File: src/rtl/cla_adder_pipe.sv
// Pipelined carry-lookahead add/subtract unit.
// The input operands are captured in an input register. Each of STAGES
// pipeline stages then resolves one WIDTH/STAGES-bit slice of the result
// from the registered operands and the carry registered by the stage before.
// Inside a slice, GROUP-bit lookahead blocks are chained by rippled group
// carries. All registers, including bubbles, advance together under a
// single global stall.
module cla_adder_pipe #(
    parameter int WIDTH  = 32,
    parameter int GROUP  = 4,
    parameter int STAGES = 2
) (
    input  logic             clk,
    input  logic             rst,
    input  logic             in_valid,
    output logic             in_ready,
    input  logic [WIDTH-1:0] a,
    input  logic [WIDTH-1:0] b,
    input  logic             cin,
    input  logic [1:0]       op,
    output logic             out_valid,
    input  logic             out_ready,
    output logic [WIDTH-1:0] sum,
    output logic             co,
    output logic             ovf,
    output logic             zero
);

    localparam int CPG = WIDTH / (GROUP * STAGES);  // lookahead groups per stage
    localparam int SW  = CPG * GROUP;                // result bits per stage

    // Result of one lookahead group, packed as {carry into MSB, carry out, sum}.
    // Every carry is written as a flat sum of products, so it does not ripple.
    function automatic logic [GROUP+1:0] cla_group(
        input logic [GROUP-1:0] x,
        input logic [GROUP-1:0] y,
        input logic             ci
    );
        logic [GROUP-1:0] g;
        logic [GROUP-1:0] p;
        logic [GROUP:0]   c;
        logic [GROUP-1:0] s;
        logic             term;
        g    = x & y;
        p    = x | y;
        c    = '0;
        c[0] = ci;
        for (int j = 0; j < GROUP; j++) begin
            c[j+1] = g[j];
            for (int k = 0; k < j; k++) begin
                term = g[k];
                for (int m = k + 1; m <= j; m++) begin
                    term = term & p[m];
                end
                c[j+1] = c[j+1] | term;
            end
            term = ci;
            for (int m = 0; m <= j; m++) begin
                term = term & p[m];
            end
            c[j+1] = c[j+1] | term;
        end
        s = (p & ~g) ^ c[GROUP-1:0];
        return {c[GROUP-1], c[GROUP], s};
    endfunction

    // Operand preparation.
    logic [WIDTH-1:0] b_prep_s;
    logic             c0_s;

    // Input register.
    logic             in_vld_r;
    logic [WIDTH-1:0] in_a_r;
    logic [WIDTH-1:0] in_b_r;
    logic             in_c_r;

    // Stage registers.
    // Operand slices are carried along for the later stages, and the result
    // slices already resolved are carried along to line them up with the
    // upper slices.
    logic             stg_vld_r [STAGES];
    logic [WIDTH-1:0] stg_a_r   [STAGES];
    logic [WIDTH-1:0] stg_b_r   [STAGES];
    logic [WIDTH-1:0] stg_sum_r [STAGES];
    logic             stg_c_r   [STAGES];
    logic             ovf_r;
    logic             zero_r;

    // What each stage sees on its input side, and what it computes.
    logic             src_vld_s [STAGES];
    logic [WIDTH-1:0] src_a_s   [STAGES];
    logic [WIDTH-1:0] src_b_s   [STAGES];
    logic [WIDTH-1:0] src_sum_s [STAGES];
    logic             src_c_s   [STAGES];
    logic [WIDTH-1:0] nxt_sum_s [STAGES];
    logic             nxt_c_s   [STAGES];
    logic             msb_c_s;
    logic             advance_s;

    // Invert B for subtracting ops and pick the effective carry-in.
    always_comb begin
        b_prep_s = op[0] ? ~b : b;
        c0_s     = 1'b0;
        case (op)
            2'b00:   c0_s = 1'b0;
            2'b01:   c0_s = 1'b1;
            2'b10:   c0_s = cin;
            2'b11:   c0_s = ~cin;
            default: c0_s = 1'b0;
        endcase
    end

    // Feed each stage from the input register (stage 0) or from the stage
    // register before it.
    always_comb begin
        for (int s = 0; s < STAGES; s++) begin
            int prev;
            prev = (s == 0) ? 0 : s - 1;
            if (s == 0) begin
                src_vld_s[s] = in_vld_r;
                src_a_s[s]   = in_a_r;
                src_b_s[s]   = in_b_r;
                src_sum_s[s] = '0;
                src_c_s[s]   = in_c_r;
            end else begin
                src_vld_s[s] = stg_vld_r[prev];
                src_a_s[s]   = stg_a_r[prev];
                src_b_s[s]   = stg_b_r[prev];
                src_sum_s[s] = stg_sum_r[prev];
                src_c_s[s]   = stg_c_r[prev];
            end
        end
    end

    // Resolve one slice per stage, rippling the group carries across it.
    always_comb begin
        msb_c_s = 1'b0;
        for (int s = 0; s < STAGES; s++) begin
            logic             carry;
            logic [GROUP+1:0] r;
            int               idx;
            nxt_sum_s[s] = src_sum_s[s];
            carry        = src_c_s[s];
            for (int g = 0; g < CPG; g++) begin
                idx = s * SW + g * GROUP;
                r   = cla_group(src_a_s[s][idx +: GROUP], src_b_s[s][idx +: GROUP], carry);
                nxt_sum_s[s][idx +: GROUP] = r[GROUP-1:0];
                carry = r[GROUP];
                if ((s == STAGES - 1) && (g == CPG - 1)) begin
                    msb_c_s = r[GROUP+1];
                end else begin
                    msb_c_s = msb_c_s;
                end
            end
            nxt_c_s[s] = carry;
        end
    end

    assign out_valid = stg_vld_r[STAGES-1];
    assign in_ready  = ~out_valid | out_ready;
    assign advance_s = in_ready;
    assign sum       = stg_sum_r[STAGES-1];
    assign co        = stg_c_r[STAGES-1];
    assign ovf       = ovf_r;
    assign zero      = zero_r;

    // Pipeline advance under the global stall. The output slot loads only
    // when a valid operation reaches it, so a bubble leaves the last result
    // and its flags in place.
    always_ff @(posedge clk) begin
        if (rst) begin
            in_vld_r <= 1'b0;
            in_a_r   <= '0;
            in_b_r   <= '0;
            in_c_r   <= 1'b0;
            for (int s = 0; s < STAGES; s++) begin
                stg_vld_r[s] <= 1'b0;
                stg_a_r[s]   <= '0;
                stg_b_r[s]   <= '0;
                stg_sum_r[s] <= '0;
                stg_c_r[s]   <= 1'b0;
            end
            ovf_r  <= 1'b0;
            zero_r <= 1'b0;
        end else if (advance_s) begin
            in_vld_r <= in_valid;
            in_a_r   <= a;
            in_b_r   <= b_prep_s;
            in_c_r   <= c0_s;
            for (int s = 0; s < STAGES; s++) begin
                stg_vld_r[s] <= src_vld_s[s];
                stg_a_r[s]   <= src_a_s[s];
                stg_b_r[s]   <= src_b_s[s];
                if ((s != STAGES - 1) || src_vld_s[s]) begin
                    stg_sum_r[s] <= nxt_sum_s[s];
                    stg_c_r[s]   <= nxt_c_s[s];
                end
            end
            if (src_vld_s[STAGES-1]) begin
                ovf_r  <= msb_c_s ^ nxt_c_s[STAGES-1];
                zero_r <= ~|nxt_sum_s[STAGES-1];
            end
        end
    end

endmodule
File: config.mk
export PLATFORM = sky130hd
export DESIGN_NAME = cla_adder_pipe
export DESIGN_NICKNAME = d
export VERILOG_FILES = /design/src/rtl/cla_adder_pipe.sv
export SDC_FILE = /design/constraint.sdc
export NUM_CORES = 1
export LEC_CHECK = 0
export BUFFER_PORTS_ARGS = -buffer_cell sky130_fd_sc_hd__buf_4
export CAP_MARGIN = 0
export CORE_MARGIN = 2
export CORE_UTILIZATION = 60
export DETAILED_ROUTE_END_ITERATION = 7
export PLACE_DENSITY = 0.93
export SYNTH_ARGS = -nofsm -noshare
export SYNTH_HDL_FRONTEND = slang
export SYNTH_SLANG_ARGS = --single-unit
export TNS_END_PERCENT = 5
File: constraint.sdc
create_clock -name clk -period 5.7 [get_ports clk]
set_clock_uncertainty 0.2 [all_clocks]
set_input_delay 0.57 -clock clk [delete_from_list [all_inputs] [get_ports clk]]
set_output_delay 0.57 -clock clk [all_outputs]
set_load 0.01 [all_outputs]
==> key figures <==
Global routing
  • Initial antenna violation count: 0
  • Largest net degree at the start of global routing: 71
  • Vias in the first global route: 5,622
  • Grt ovf: 0
  • Wire length of the first global-routing pass: 26,800 µm
  • Total track usage: 0.243

Finish
  • Layout area overhead: 19.4%
  • Antenna diodes: 0
  • Share of layout cells above drive strength 1: 0.169
  • Nets@finish: 1,007
  • Filler cell count: 846
  • Final Cell Area: 0.00925 mm²

STA
  • Hold Violations, Final: 0
  • RSZ-0062 raised after global routing: false
  • Slew @ Worst Pin: 1.18 ns
  • Max Slew Vio Count: 0
  • Fin Hold WS: 0.202 ns
  • Setup_tns: 0 ns
  • Crit path setup slack, layout: 1.91 ns
  • Fmax: 264 MHz
  • Period utilisation layout: 0.665
  • Slew headroom: 0.214
  • Setup-failing EPs final: 0
  • Period minus WS final: 3.79 ns

Detailed routing
  • First-pass iteration count of the detailed router: 6
  • Via density per instance: 5.33
  • Drt first-iter violations: 436
  • Total wire length: 16,400 µm
  • DR DRC count: 0
  • WL/cell: 15.6 µm
  • Post-route ant nets: 0
  • Vias: 5,593

Placement
  • GPL Wtd Cong: 0.868
  • PortBufs: 107
  • Setup WS pre-CTS: 2.13 ns
  • Post-DP HPWL: 11,300 µm
  • Post-Place Cell Area: 0.00867 mm²

Worst hold path
  • Worst Hold Class: primary input to flop

Logic synthesis
  • Synthesized net count: 912
  • Ys flop type: edfxtp_1
  • Post-synthesis sequential area ratio: 0.501
  • Mapped Cells: 769
  • Synth warn: 0
  • Area of the mapped netlist: 0.00775 mm²
  • Post-synth top area share: 0.326
  • EDFF count, synth: 84
  • Async set or reset register ratio after synthesis: 0
  • Syn avg cell area: 10.1 µm²
  • Cell taking the most area after synthesis: edfxtp_1
  • Largest cells by area after synthesis: edfxtp_1 (33%), dfxtp_1 (18%), ha_1 (10%), nor2_1 (4.2%), and2_1 (4.0%)
  • Yosys reg bits: 152
  • Count leader, synth: nor2_1
  • Netlist cell types: 46
  • Post-synth top cells: nor2_1 (86), edfxtp_1 (84), inv_1 (83)

Floorplanning
  • Total Die Area: 0.0138 mm²
  • Core ar.: 0.0126 mm²
  • Die Y: 118 µm
  • Die width: 118 µm
  • Initial core utilization: 0.614
  • # IOs: 108
  • Site row count: 41

Pwr
  • Sequential power share: 0.469
  • Leakage: 0.00404 µW
  • Power per cell area: 301 mW/mm²
  • Net Switching: 694 µW
  • Clock Power Share: 0.391
  • Peak VDD IR: 0.000196 V
  • Switching Fraction: 0.249
  • Int Power: 2090 µW
  • Logic pwr share: 0.140

Clock network
  • CTS Buf Count: 17
  • Clock-pin slew on the worst setup and hold paths: 0.06 ns
  • Resized cells post-CTS: 0
  • H-tree Lvls: 4
  • Post-CTS setup buffer count: 0
  • CTS tree: yes
  • Hold-fix buffers, CTS: 0
  • Max clock buf depth: 2
  • Clk Latency, worst-skew pair: 0.42 ns
  • # clock sinks: 152
  • CTS root buf: clkbuf_16

Setup path
  • Crit path DAT: 3.92 ns
  • Highest-delay cell along the critical path: o311ai_0
  • Worst-path cell chain: inv_1 > ha_1 > nor2b_1 > o311ai_0 > nand3_1 > and3_1 > o21ai_1 > o21ai_0 > nor2_1 > fa_1 > nor4b_1 > nand4_1 > a311o_1 > nor4_1 > nand4_1 > o31ai_1
  • Type of the worst setup path: flop to flop
  • Most used cell along the critical path: nand4_1
  • Crit. End Element: flop
  • Setup crit start kind: flop
  • CP max FO: 3
  • Critical Path RT: 5.83 ns
  • Crit-path max cell delay: 0.49 ns

Run
  • Total of max-cap violations: 0

Run status
  • Status: finished clean
-- area by class of cell --
| class | instances | area [µm²] | area share |
|---|---|---|---|
| Timing Repair Buffer | 111 | 833 | 0.0901 |
| Clock buffer | 23 | 490 | 0.0530 |
| Multi-Input combinational cell | 498 | 3430 | 0.370 |
| Inverter | 84 | 315 | 0.0341 |
| Clock inverter | 9 | 86.3 | 0.00933 |
| Tap cell | 172 | 215 | 0.0233 |
| Sequential cell | 152 | 3880 | 0.420 |
-- cell families after synthesis --
family                   Yosys count  share of synthesized area
AO/OA/AOI/OAI                    115                     0.0950
XOR/XNOR                          57                     0.0644
adder cells (fa/ha/maj)           72                      0.124
buffers and inverters            119                     0.0581
flip-flops                       152                      0.501
multiplexers                       2                    0.00258
AND/OR/NAND/NOR                  252                      0.155
-- state kept, by name, summed over array words and instances (netlist names) --
| register | flops |
|---|---|
| stg_vld_r | 2 |
| stg_b_r | 16 |
| in_vld_r | 1 |
| ovf | 1 |
| in_a_r | 32 |
| in_c_r | 1 |
| stg_c_r | 2 |
| stg_sum_r | 48 |
| in_b_r | 32 |
| stg_a_r | 16 |
| zero | 1 |
-- power by group through the flow --
stage / logic (µW) / registers, µW / clock network (µW)
final: 391 / 1300 / 1090
after global routing: 430 / 1310 / 1140
after floorplan: 229 / 1320 / 0
after detailed placement: 380 / 1330 / 0
after global placement: 364 / 1320 / 0
after CTS: 389 / 1300 / 1100
-- placed cells by master, fill, tap and decap left out, types with 2 or more instances in the layout --
cell type    n
nor2b_1      6
clkbuf_16   19
o21ai_1      3
xor2_1      33
edfxtp_1    84
nor3_1       9
a31oi_1      2
nor2_1      85
nand2_1     73
a21oi_1     55
clkbuf_1     4
fa_1         8
o21bai_1     3
xnor2_1     24
ha_1        64
and2_1      50
mux2i_1      2
nor4_1       7
nand2b_1     8
o21ai_0      3
a211oi_1    34
nand3_1      2
clkinv_4     3
clkinv_2     3
nand4_1      2
o21a_1       3
dfxtp_1     68
inv_1       83
buf_4      111
o2111ai_1    2
-- routing by layer --
layer	global-route usage	part of all wire	up-vias	routed length (µm)
li1	-	-	2726	-
met1	0.297	0.40	2593	6580
met2	0.414	0.49	234	8060
met3	0.0509	0.074	40	1210
met4	0.114	0.033	0	533
met5	0	0	-	0
-- critical path: cells and delay by family (launching register included) --
| family | cells | cell delay (ns) |
|---|---|---|
| compound gates | 5 | 1.29 |
| fa+ha+maj | 2 | 0.38 |
| buf+inv | 1 | 0.13 |
| flops | 1 | 0.40 |
| simple gates | 8 | 1.31 |
-- stage by stage --
step                power (µW)  instances  utilization
floorplan                 1550        769            -
global placement          1680       1017        0.687
detailed placement        1710       1017        0.687
CTS                       2790       1049        0.733
global route              2880       1049        0.733
finish                    2780       1049        0.733
-- final timing paths --
| kind | from | end | slack [ns] | cells past startpoint |
|---|---|---|---|---|
| worst max-delay path | stg_a_r[0][16] | zero | 1.91 | 16 |
| worst min-delay path | a[11] | in_a_r[11] | 0.20 | 3 |
| worst max register to register | stg_a_r[0][16] | zero | 1.91 | 16 |
| worst min register to register | in_a_r[22] | in_a_r[22] | 0.25 | 2 |
No activity file was read; power rests on OpenSTA's default activity.
